## config.mk

```make
export PLATFORM = sky130hd
export DESIGN_NAME = drum_dot_accum_flat
export DESIGN_NICKNAME = d
export VERILOG_FILES = /design/src/rtl/drum_dot_accum_pkg.sv /design/src/rtl/drum_dot_accum_if.sv /design/src/rtl/drum_dot_accum_sat_add.sv /design/src/rtl/drum_dot_accum.sv /design/src/flat_wrapper.sv
export SDC_FILE = /design/constraint.sdc
export NUM_CORES = 1
export LEC_CHECK = 0
export BUFFER_PORTS_ARGS = -buffer_cell sky130_fd_sc_hd__buf_2
export CAP_MARGIN = 20
export CORE_ASPECT_RATIO = 0.5
export CORE_MARGIN = 2
export CORE_UTILIZATION = 60
export CTS_BUF_LIST = sky130_fd_sc_hd__clkbuf_16
export CTS_CLUSTER_DIAMETER = 40
export CTS_CLUSTER_SIZE = 16
export DETAILED_ROUTE_END_ITERATION = 12
export PLACE_DENSITY = 0.83
export SLEW_MARGIN = 0
export SYNTH_ARGS = -nofsm -noshare
export SYNTH_HDL_FRONTEND = slang
export SYNTH_SLANG_ARGS = --single-unit
export TNS_END_PERCENT = 10
```

## constraint.sdc

```tcl
create_clock -name clk -period 6.9 [get_ports clk]
set_input_delay 0.69 -clock clk [delete_from_list [all_inputs] [get_ports clk]]
set_output_delay 0.69 -clock clk [all_outputs]
set_load 0.03 [all_outputs]
```

## src/rtl/drum_dot_accum_pkg.sv

```systemverilog
// Shared types and helpers for the DRUM dot-product accumulator.
package drum_pkg;

    typedef enum logic [1:0] {
        IDLE = 2'd0,
        ACC  = 2'd1,
        HOLD = 2'd2
    } state_e;

    localparam int PW_DEF = 16;
    localparam int AW_DEF = 24;
    localparam int XW     = 64;

    // Sign-extend a pw-bit ones'-complement product; oc adds the sign bit to reach two's complement.
    function automatic logic signed [XW-1:0] sext_corr(input logic [XW-1:0] prod,
                                                       input int          pw,
                                                       input logic        oc);
        logic [XW-1:0] hi_mask;
        logic [XW-1:0] one_v;
        logic [XW-1:0] ext;
        logic          sgn;
        one_v   = {{(XW-1){1'b0}}, 1'b1};
        hi_mask = {XW{1'b1}} << pw;
        sgn     = |(prod & (one_v << (pw - 1)));
        if (sgn) begin
            ext = prod | hi_mask;
        end else begin
            ext = prod & ~hi_mask;
        end
        return $signed(ext + {{(XW-1){1'b0}}, oc & sgn});
    endfunction

endpackage

```

## src/rtl/drum_dot_accum_if.sv

```systemverilog
// Product-in / result-out handshake bundle of the dot-product accumulator.
interface drum_dot_accum_if #(
    parameter int PW    = 16,
    parameter int AW    = 24,
    parameter int LEN_W = 8
) ();
    logic             in_valid;
    logic             in_ready;
    logic [PW-1:0]    in_prod;
    logic             out_valid;
    logic             out_ready;
    logic [AW-1:0]    out_acc;
    logic             out_sat;
    logic [LEN_W-1:0] out_count;

    modport master (
        output in_valid, in_prod, out_ready,
        input  in_ready, out_valid, out_acc, out_sat, out_count
    );

    modport slave (
        input  in_valid, in_prod, out_ready,
        output in_ready, out_valid, out_acc, out_sat, out_count
    );
endinterface

```

## src/rtl/drum_dot_accum_sat_add.sv

```systemverilog
// Signed saturating adder: AW-bit accumulator plus AW+1-bit term, clamped to AW bits.
module drum_sat_add #(
    parameter int AW = 24
) (
    input  logic signed [AW-1:0] a,
    input  logic signed [AW:0]   b,
    output logic signed [AW-1:0] sum,
    output logic                 ovf
);
    logic signed [AW:0] full_s;

    // Wide sum, then clamp when the top two bits disagree.
    always_comb begin
        full_s = $signed({a[AW-1], a}) + b;
        ovf    = full_s[AW] ^ full_s[AW-1];
        if (ovf) begin
            if (full_s[AW]) begin
                sum = {1'b1, {(AW-1){1'b0}}};
            end else begin
                sum = {1'b0, {(AW-1){1'b1}}};
            end
        end else begin
            sum = full_s[AW-1:0];
        end
    end
endmodule

```

## src/rtl/drum_dot_accum.sv

```systemverilog
// Accumulates LEN signed DRUM products into a saturating dot-product and holds it until consumed.
module drum_dot_accum import drum_pkg::*; #(
    parameter int PW      = PW_DEF,
    parameter int AW      = AW_DEF,
    parameter int LEN_W   = 8,
    parameter int OC_CORR = 1
) (
    input  logic             clk,
    input  logic             rst_n,
    input  logic             start,
    input  logic [LEN_W-1:0] len,
    input  logic             abort,
    output logic             busy,
    drum_dot_accum_if.slave  io
);
    state_e                  state_r;
    logic signed [AW-1:0]    acc_r;
    logic [LEN_W-1:0]        cnt_r;
    logic [LEN_W-1:0]        len_q_r;
    logic                    sat_r;
    logic                    busy_r;
    logic                    out_valid_r;
    logic signed [AW-1:0]    out_acc_r;
    logic                    out_sat_r;
    logic [LEN_W-1:0]        out_count_r;
    logic signed [AW:0]      term_s;
    logic signed [AW-1:0]    sum_s;
    logic                    ovf_s;
    logic                    beat_s;

    assign term_s = (AW+1)'(sext_corr(XW'(io.in_prod), PW, 1'(OC_CORR)));
    assign beat_s = (state_r == ACC) && !abort && io.in_valid;

    drum_sat_add #(.AW(AW)) u_sat_add (
        .a   (acc_r),
        .b   (term_s),
        .sum (sum_s),
        .ovf (ovf_s)
    );

    // Control FSM, term counter, accumulator and result registers.
    always_ff @(posedge clk) begin
        if (!rst_n) begin
            state_r     <= IDLE;
            acc_r       <= '0;
            cnt_r       <= '0;
            len_q_r     <= '0;
            sat_r       <= 1'b0;
            busy_r      <= 1'b0;
            out_valid_r <= 1'b0;
            out_acc_r   <= '0;
            out_sat_r   <= 1'b0;
            out_count_r <= '0;
        end else begin
            case (state_r)
                IDLE: begin
                    if (start) begin
                        acc_r  <= '0;
                        cnt_r  <= '0;
                        sat_r  <= 1'b0;
                        busy_r <= 1'b1;
                        if (len != '0) begin
                            len_q_r <= len;
                            state_r <= ACC;
                        end else begin
                            // Empty dot-product goes straight to a zero result.
                            state_r     <= HOLD;
                            out_valid_r <= 1'b1;
                            out_acc_r   <= '0;
                            out_sat_r   <= 1'b0;
                            out_count_r <= '0;
                        end
                    end
                end
                ACC: begin
                    if (abort) begin
                        state_r <= IDLE;
                        busy_r  <= 1'b0;
                    end else if (beat_s) begin
                        acc_r <= sum_s;
                        sat_r <= sat_r | ovf_s;
                        cnt_r <= cnt_r + LEN_W'(1);
                        if (cnt_r == len_q_r - LEN_W'(1)) begin
                            state_r     <= HOLD;
                            out_valid_r <= 1'b1;
                            out_acc_r   <= sum_s;
                            out_sat_r   <= sat_r | ovf_s;
                            out_count_r <= cnt_r + LEN_W'(1);
                        end
                    end
                end
                HOLD: begin
                    if (abort || io.out_ready) begin
                        state_r     <= IDLE;
                        busy_r      <= 1'b0;
                        out_valid_r <= 1'b0;
                    end
                end
                default: begin
                    state_r     <= IDLE;
                    busy_r      <= 1'b0;
                    out_valid_r <= 1'b0;
                end
            endcase
        end
    end

    assign busy         = busy_r;
    assign io.in_ready  = (state_r == ACC) && !abort;
    assign io.out_valid = out_valid_r;
    assign io.out_acc   = out_acc_r;
    assign io.out_sat   = out_sat_r;
    assign io.out_count = out_count_r;
endmodule

```

## src/flat_wrapper.sv

```systemverilog
// flat-port wrapper written by rule: the top's interface ports become plain ports
module drum_dot_accum_flat import drum_pkg::*;
#(
    parameter int PW      = PW_DEF,
    parameter int AW      = AW_DEF,
    parameter int LEN_W   = 8,
    parameter int OC_CORR = 1
)
  (clk, rst_n, start, len, abort, busy, io_in_valid, io_in_prod, io_out_ready, io_in_ready, io_out_valid, io_out_acc, io_out_sat, io_out_count);
  drum_dot_accum_if #(.PW(PW), .AW(AW), .LEN_W(LEN_W)) io_i ();
  input  logic clk;
  input  logic rst_n;
  input  logic start;
  input  logic [LEN_W-1:0] len;
  input  logic abort;
  output logic busy;
  input wire logic [$bits(io_i.in_valid)-1:0] io_in_valid;
  input wire logic [$bits(io_i.in_prod)-1:0] io_in_prod;
  input wire logic [$bits(io_i.out_ready)-1:0] io_out_ready;
  output wire logic [$bits(io_i.in_ready)-1:0] io_in_ready;
  output wire logic [$bits(io_i.out_valid)-1:0] io_out_valid;
  output wire logic [$bits(io_i.out_acc)-1:0] io_out_acc;
  output wire logic [$bits(io_i.out_sat)-1:0] io_out_sat;
  output wire logic [$bits(io_i.out_count)-1:0] io_out_count;
  assign io_i.in_valid = io_in_valid;
  assign io_i.in_prod = io_in_prod;
  assign io_i.out_ready = io_out_ready;
  assign io_in_ready = io_i.in_ready;
  assign io_out_valid = io_i.out_valid;
  assign io_out_acc = io_i.out_acc;
  assign io_out_sat = io_i.out_sat;
  assign io_out_count = io_i.out_count;
  drum_dot_accum #(.PW(PW), .AW(AW), .LEN_W(LEN_W), .OC_CORR(OC_CORR)) u_core (.clk(clk), .rst_n(rst_n), .start(start), .len(len), .abort(abort), .busy(busy), .io(io_i));
endmodule
```

## Yosys cells after proc, flatten, opt, wreduce, memory -nomap -nowiden

Cells that the tools add are included.

- Add/sub/neg operators: 4
- Eq/ne operators: 12
- Mux-type cells: 50
- Bitwise logic cells: 2
- Reductions and logical operators: 13

Operators by type and width:

| kind | count |
|---|---|
| two-way mux 24 bit | 10 |
| one-hot mux 24 bit (2 select lines) | 2 |
| two-way mux 8 bit | 8 |
| one-hot mux 8 bit (2 select lines) | 2 |
| adder 24 x 25 -> 25 bit | 1 |
| adder 25 x 1 -> 25 bit | 1 |
| two-way mux 25 bit | 1 |
| two-way mux 1 bit | 16 |
| two-way mux 2 bit | 6 |
| AND reduction 6 bit | 2 |
| adder 8 x 1 -> 8 bit (second input constant) | 1 |
| equality test 8 bit | 1 |
| != test 2 bit (second input constant) | 4 |
| AND reduction 4 bit | 2 |
| nonzero test 8 bit | 1 |
| subtractor 8 x 1 -> 8 bit (second input constant) | 1 |
| != test 2 x 1 -> 1 bit (second input constant) | 3 |
| != test 3 x 2 -> 1 bit (second input constant) | 2 |
| one-hot mux 1 bit (3 select lines) | 2 |
| one-hot mux 2 bit (3 select lines) | 1 |
| AND reduction 3 bit | 2 |
| one-hot mux 1 bit (2 select lines) | 2 |
| equality test 2 x 1 -> 1 bit (second input constant) | 1 |
| equality test 2 bit (second input constant) | 1 |
| 7 further kinds | 8 |

- Bits in registers: 78
- Bits of input ports: 30
- Output and inout bits: 36
- Logic and storage cells: 91

## Depth between registers and ports, before layout

Gate-level depths: netlist (run 1).

- Depth after elaboration: 9
- Mapped depth: 12
- Mapped depth without buffers: 11

## By module

From an unflattened synthesis (run 1), not the netlist that was laid out.

- Cells, all modules: 662
- Area, all modules: 5411.4 µm²

By module, submodules not included:

| module | instances | cells an instance | area each (µm²) | sequential area each (µm²) |
|---|---|---|---|---|
| drum_dot_accum | 1 | 464 | 3876.2 | 1561.5 |
| drum_sat_add | 1 | 198 | 1535.2 | 0.0 |

## Worst setup path before layout (run 1)

No wires, ideal clock.

- Kind: input-to-reg
- Start point: in io_in_prod[0]
- End point: reg u_core.out_acc_r[11], in the netlist u_core.io.out_acc[11]
- Setup time: 0.136 ns
- Arrival: 3.325 ns
- Data required time: 6.764 ns
- Slack: 3.439 ns
- Stages: 10
- Buffers on the path: 1
- Cells stage by stage: fa_1 > a211oi_1 > o211ai_1 > a32oi_1 > nor4b_1 > a211o_1 > or3_1 > nand3_1 > buf_1 > o2bb2ai_2

- Longest elaborated chain between the ends: 9
- Elaborated cells between the ends (all ways): 10
- Classes of those cells: add/sub (2); mux (7); bitwise (1)

RTL lines:

| what | line | source |
|---|---|---|
| from (decl) | flat_wrapper.sv:18 | `input wire logic [$bits(io_i.in_prod)-1:0] io_in_prod;` |
| two-way mux 25 bit (*) | drum_dot_accum_pkg.sv:25 | `if (sgn) begin` |
| adder 25 x 1 -> 25 bit (*) | drum_dot_accum_pkg.sv:30 | `return $signed(ext + {{(XW-1){1'b0}}, oc & sgn});` |
| adder 24 x 25 -> 25 bit (*) | drum_dot_accum_sat_add.sv:14 | `full_s = $signed({a[AW-1], a}) + b;` |
| two-way mux 24 bit / XOR 1 bit (equally long branches) | drum_dot_accum_sat_add.sv:17, drum_dot_accum_sat_add.sv:15 |  |
| two-way mux 24 bit (*) | drum_dot_accum_sat_add.sv:16 | `if (ovf) begin` |
| two-way mux 24 bit (*) | drum_dot_accum.sv:83 | `if (cnt_r == len_q_r - LEN_W'(1)) begin` |
| two-way mux 24 bit (*) | drum_dot_accum.sv:79 | `end else if (beat_s) begin` |
| two-way mux 24 bit (*) | drum_dot_accum.sv:76 | `if (abort) begin` |
| one-hot mux 24 bit (2 select lines) (*) | drum_dot_accum.sv:55 | `case (state_r)` |
| to (signal assigned) | drum_dot_accum.sv:86 | `out_acc_r <= sum_s;` |
| to (decl) | drum_dot_accum.sv:23 | `logic signed [AW-1:0] out_acc_r;` |

Every way passes the cells marked *; elsewhere a longest branch is shown, timed or not. The select of a mux whose other input is x is not followed.
A chain may end at the register's enable or synchronous reset.

## Worst setup path in the final report (run 1)

- Start point: in io_in_prod[15]
- End point: reg u_core.out_acc_r[9], in the netlist u_core.io.out_acc[9]

- Longest elaborated chain between the ends: 9
- Elaborated cells between the ends (all ways): 10
- Classes of those cells: add/sub (2); mux (7); bitwise (1)

RTL lines:

| what | line |
|---|---|
| two-way mux 25 bit | drum_dot_accum_pkg.sv:25 |
| adder 25 x 1 -> 25 bit (*) | drum_dot_accum_pkg.sv:30 |
| adder 24 x 25 -> 25 bit (*) | drum_dot_accum_sat_add.sv:14 |
| two-way mux 24 bit / XOR 1 bit (equally long branches) | drum_dot_accum_sat_add.sv:17, drum_dot_accum_sat_add.sv:15 |
| two-way mux 24 bit (*) | drum_dot_accum_sat_add.sv:16 |
| two-way mux 24 bit (*) | drum_dot_accum.sv:83 |
| two-way mux 24 bit (*) | drum_dot_accum.sv:79 |
| two-way mux 24 bit (*) | drum_dot_accum.sv:76 |
| one-hot mux 24 bit (2 select lines) (*) | drum_dot_accum.sv:55 |

Marks and branches as above.

==> results.md, run 1 <==
* Commonest cells post-synth: 78 x dfxtp_1, 61 x nor2_1, 53 x nand2_1
* Post-Place Cells at 675
* Total grt overflow at 0
* Yosys top cell area share at 34.0%
* 1st-iter DRT viols at 242
* GRT Overall Usage at 25.9%
* Num CTS Buffers at 9
* Fin. max-slew vios at 0
* HP Class: reg2reg
* DRC at 0
* Die Span X at 128 µm
* Worst slew margin at 43.6%
* Clk_skew at 0.00670 ns
* Core Footprint at 7380 µm²
* Post-synthesis cell count at 536
* TritonCTS clock tree: built
* Req. time, crit path at 7.12 ns
* Syn-to-layout area delta at 14.2%
* Hpwl dp at 7.46 mm
* Hold Violations, Final at 0
* # nets final at 647
* Wire per inst at 15.3 µm
* Crit path DAT at 4.11 ns
* Placed cell areas at 4950 µm²
* # setup viols final at 0
* I/O pin cnt at 66
* Worst-Margin Slew at 0.843 ns
* Ys flop type: dfxtp_1
* Fmax at 0.258 GHz
* Post-CTS Repair Setup Buffers at 0
* Hold WS at 0.451 ns
* VDD IR-drop max at 0.201 mV
* Initial antenna violation count at 0
* Ys async rst share at 0%
* Vias in the first global route at 3667
* H-tree depth at 3
* Starting Density at 62.2%
* DR pass1 iterations at 5
* Via density at 5.86
* Final TNS setup at 0 ns
* Resized cells post-CTS at 0
* CTS clk-pin slew, worst paths at 0.06 ns
* Placement Rows at 22
* Share of layout cells above drive strength 1 at 19.3%
* R2r setup slk at 3.23 ns
* Worst setup EP type: register
* Ant diodes at 0
* Register area share after synthesis at 34.0%
* Port Buf Inserts at 65
* Die height at 65.8 µm
* Synthesized area at 4590 µm²
* FF+latch count, synth at 78
* Syn_nets at 593
* First-pass GRT wire length at 17.3 mm
* # hold bufs at CTS at 0
* Outcome: complete, no violations
* Max-cap viol count at 0
* Fill count at 565
* Synthesis warning total at 0
* CTS Root Buffer Type: clkbuf_16
* Avg Cell Area, Syn at 8.56 µm²
* CP Launch Type: input pin
* Min Tclk post-route at 3.88 ns
* Gp weighted congestion at 0.930
* Synth cell types at 64
* RSZ-0062 raised after global routing: false
* Cell area after layout at 5240 µm²
* Synth area leaders: dfxtp_1 34%, ha_1 6.8%, o2bb2ai_2 6.5%, xnor2_1 5.3%, nor2_1 5.0%
* Final std cells w/o fill at 691
* Post-synth EDFFs at 0
* Core occupancy in the finished layout at 71.0%
* Clk sink count at 78
* Clk_lat worst skew at 0.34 ns
* Detail Route Antenna Nets at 0
* Most frequent cell after synthesis: dfxtp_1
* Setup CP Type: in2reg
* P_leak at 2.23 nW
* Vias at 4050
* Clock buffer depth at 2
* Largest net degree at the start of global routing at 29
* Detailed Route WL at 10.6 mm
* Die Area at 8410 µm²
* PD cells at 239 nW/µm²
* Final worst-path cycle share at 56.2%
* Dominant cell type by area after synthesis: dfxtp_1
* CP Max Fanout at 12
## power breakdown
part           switching, W  leakage [nW]  internal [W]
clock network      0.000187         0.140      0.000277
registers         0.0000221         0.632      0.000472
logic              0.000181          1.46      0.000113
total              0.000390          2.23      0.000862
## worst paths after layout
kind	end	start	cells after the start
worst max-delay path	u_core.io.out_acc[9]	io_in_prod[15]	11
worst max register to register	u_core.io.out_acc[10]	u_core.len_q_r[0]	11
worst min-delay path	u_core.io.out_count[5]	u_core.io.out_count[5]	2
worst min register to register	u_core.io.out_count[5]	u_core.io.out_count[5]	2
## per-layer routing
metal	vias to the layer above	track usage [%]	routed length, µm
met1	1890	33.6	5060
met2	117	43.4	4790
met5	-	0	0
met4	0	7.01	125
met3	13	6.55	594
li1	2030	-	-
## stage by stage
stage,setup slack [ns],power (W)
2_1_floorplan,3.44,0.000726
5_1_grt,2.79,0.00131
6_report,3.02,0.00125
3_5_place_dp,2.74,0.000789
4_1_cts,3.02,0.00125
3_3_place_gp,2.90,0.000783
## worst max-delay path, cell delays in order
cell and delay, ns:
buf_2 0.18, fa_1 0.45, a211oi_1 0.26, o211ai_1 0.17, a32oi_1 0.46, nor4b_1 0.11
a211o_1 0.38, or3_1 0.43, nand3_1 0.51, buf_4 0.37, o2bb2ai_2 0.09
## area by class of cell
class	instances	area, µm²	area share [%]
well taps	96	120	2.29
flip-flops and latches	78	1560	29.8
clock buffers	9	225	4.30
clock inverters	7	66.3	1.27
multi-input cells	413	2840	54.2
repair buffers	69	355	6.78
inverters	19	71.3	1.36
## cell usage in the layout (no fill, tap or decap), types with 3 or more instances in the layout
cell and count:
nand2_1 53, buf_2 65, o211a_1 4, a21o_1 4
a21boi_0 4, or2_2 6, a31oi_1 4, o21bai_1 3
xor2_1 8, and2_1 6, a211oi_1 3, nand2b_1 3
and3_1 5, nor3_1 6, nor4_1 5, nor3b_1 5
ha_1 25, dfxtp_1 78, buf_4 4, o211ai_1 6
inv_1 19, xnor2_1 27, o21ai_0 40, nor2b_1 5
or3_1 9, clkbuf_16 9, a32oi_1 3, o2bb2ai_2 20
o31ai_1 4, mux2i_1 12, nand3_1 8, a21oi_1 34
nor2_1 61
## flip-flops by register name (all words and copies together) (netlist names)
signal / cells
u_core.acc_r: 24
u_core.busy: 1
u_core.cnt_r: 8
u_core.io.out_acc: 24
u_core.io.out_count: 8
u_core.io.out_sat: 1
u_core.io.out_valid: 1
u_core.len_q_r: 8
u_core.sat_r: 1
u_core.state_r: 2
## kinds of logic (layout without fill, tap and decap cells)
| group | after synthesis | in the layout | share of synthesized area [%] |
|---|---|---|---|
| AO/OA/AOI/OAI | 150 | 150 | 24.5 |
| flip-flops | 78 | 78 | 34.0 |
| XOR/XNOR | 36 | 36 | 6.87 |
| AND/OR/NAND/NOR | 185 | 185 | 19.4 |
| multiplexers | 13 | 13 | 2.86 |
| buffers and inverters | 45 | 104 | 4.20 |
| adder cells (fa/ha/maj) | 29 | 29 | 8.13 |
Note: power is estimated with default switching activity, not from simulation.
==> inputs of run 2 (changes only) <==
- ABC_AREA: default -> 1
- CORE_UTILIZATION: 60 -> 53
- PLACE_DENSITY: 0.83 -> 0.77
- clock period: 6.9 -> 3.5 ns (I/O delays scaled with it)
==> results.md, run 2 <==
* Outcome: complete, no violations
* Initial antenna violation count at 0
* Syn_nets at 868
* Num CTS Buffers at 9
* Total grt overflow at 0
* Hold Violations, Final at 0
* CP Max Fanout at 24
* DRC at 0
* Largest net degree at the start of global routing at 56
* Starting Density at 54.4%
* VDD IR-drop max at 0.236 mV
* Hpwl dp at 10.4 mm
* Core Footprint at 9450 µm²
* Port Buf Inserts at 65
* I/O pin cnt at 66
* CP most frequent cell: nand2_1
* RSZ-0062 raised after global routing: false
* Post-synthesis cell count at 811
* Post-synth EDFFs at 0
* Clock buffer depth at 2
* Resized cells post-CTS at 0
* Crit-path cells: fa_1 -> inv_1 -> fa_1 -> inv_1 -> nand3_1 -> nand2_1 -> nand2_1 -> nand2_2 -> nand2_1 -> nand3_1 -> nand2_1 -> nand2_1 -> nand2_2 -> nand3_1 -> nand2_1 -> a21oi_1
* Setup CP Type: reg2reg
* Die height at 73.6 µm
* FF+latch count, synth at 78
* Crit path DAT at 3.06 ns
* Final std cells w/o fill at 1005
* Syn-to-layout area delta at 13.9%
* Detail Route Antenna Nets at 0
* Avg Cell Area, Syn at 6.33 µm²
* Biggest cell delay along the critical path at 0.39 ns
* First-pass GRT wire length at 22.9 mm
* Max-cap viol count at 0
* # hold bufs at CTS at 0
* Synthesized area at 5140 µm²
* CP Launch Type: register
* Synth area leaders: dfxtp_1 30%, nand2_1 18%, a21oi_1 8.9%, inv_1 7.8%, ha_1 6.1%
* Detailed Route WL at 14.1 mm
* Most frequent cell after synthesis: nand2_1
* Fin. max-slew vios at 0
* Commonest cells post-synth: 244 x nand2_1, 107 x inv_1, 91 x a21oi_1
* PD cells at 557 nW/µm²
* Worst setup EP type: register
* CP max-delay cell: fa_1
* Worst slew margin at 50.4%
* Register area share after synthesis at 30.4%
* DR pass1 iterations at 5
* Die Span X at 143 µm
* Vias at 5257
* Synthesis warning total at 0
* Ys async rst share at 0%
* 1st-iter DRT viols at 324
* Via density at 5.23
* CTS Root Buffer Type: clkbuf_16
* Yosys top cell area share at 30.4%
* Final worst-path cycle share at 79.6%
* Commonest non-fill, non-tap cell in the layout: nand2_1
* Placement Rows at 25
* Vias in the first global route at 4710
* Post-Place Cells at 989
* Wire per inst at 14.0 µm
* Clk sink count at 78
* Fmax at 0.359 GHz
* H-tree depth at 3
* Synth cell types at 33
* Final TNS setup at 0 ns
* Gp weighted congestion at 1.01
* Share of layout cells above drive strength 1 at 11.5%
* Worst-Margin Slew at 0.736 ns
* Clk_lat worst skew at 0.34 ns
* HP Class: in2reg
* GRT Overall Usage at 27.9%
* # nets final at 922
* Ys flop type: dfxtp_1
* CTS clk-pin slew, worst paths at 0.06 ns
* Min Tclk post-route at 2.79 ns
* TritonCTS clock tree: built
* Clk_skew at 0.00425 ns
* P_leak at 3.04 nW
* # setup viols final at 0
* Die Area at 10500 µm²
* Ant diodes at 0
* Most frequent cells in the layout: 244 x nand2_1, 108 x inv_1, 91 x a21oi_1, 78 x dfxtp_1, 65 x buf_2
* Dominant cell type by area after synthesis: dfxtp_1
* Post-CTS Repair Setup Buffers at 0
* Req. time, crit path at 3.77 ns
## run 2: changes by cell type after synthesis, sizes merged, moves of 16 or more
cell     change
nand3       +41
o2bb2ai     -21
nand2      +198
xnor2       -16
a21oi       +59
inv         +90
## run 2: cell type report
type / instances / area, µm²
fillers: 966 / 3600
multi-input cells: 598 / 3030
flip-flops and latches: 78 / 1560
inverters: 109 / 409
repair buffers: 69 / 355
clock buffers: 9 / 225
well taps: 135 / 169
clock inverters: 7 / 97.6
## run 2: worst max-delay path: cells and delay by family (launching register included)
family                     cells  cell delay (ns)
and+or+nand+nor               11             1.37
adders and majority gates      2             0.64
DFF                            1             0.37
buffers and inverters          2             0.17
AOI/OAI and AO/OA              1             0.14
## run 2: metal layers
layer | global-route usage [%] | share of wire, % | vias to the layer above
met3 | 5.61 | 6.5 | 19
met2 | 45.1 | 44 | 153
met4 | 6.86 | 1.3 | 0
met1 | 38.8 | 48 | 2372
li1 | - | - | 2713
met5 | 0 | 0 | -
## run 2: final timing paths
path                                           from              endpoint  slack (ns)  cells past startpoint
worst min-delay path                         len[4]     u_core.len_q_r[4]        0.25                      3
worst max register to register      u_core.acc_r[0]  u_core.io.out_acc[1]        0.71                     16
worst min register to register  u_core.io.out_valid   u_core.io.out_valid        0.44                      2
worst max-delay path                u_core.acc_r[0]  u_core.io.out_acc[1]        0.71                     16
## run 2: where the power goes
part           total, W  internal, W  switching (W)
combinational   0.00115     0.000382       0.000771
clock           0.00104     0.000627       0.000409
sequential      0.00107     0.000994      0.0000721
## run 2: cells by family (layout without fill, tap and decap cells)
kind of cell	Yosys count	count (layout)	synth area share, %
DFF	78	78	30.4
adders and majority gates	27	27	6.87
and+or+nand+nor	392	392	32.1
AOI/OAI and AO/OA	156	156	15.9
xor gates and xnor gates	23	23	4.19
buffers and inverters	135	194	10.6
## run 2: stage by stage
| stage | util [%] | worst slack [ns] | instance area [µm²] | hold slack [ns] | power (W) |
|---|---|---|---|---|---|
| global placement | 58.5 | 0.591 | 5530 | 0.434 | 0.00221 |
| detailed placement | 58.5 | 0.465 | 5530 | 0.439 | 0.00222 |
| floorplan | - | 1.16 | 5140 | 0.448 | 0.00195 |
| CTS | 61.9 | 0.742 | 5850 | 0.244 | 0.00325 |
| global route | 61.9 | 0.452 | 5850 | 0.280 | 0.00346 |
| finish | 61.9 | 0.713 | 5850 | 0.250 | 0.00326 |
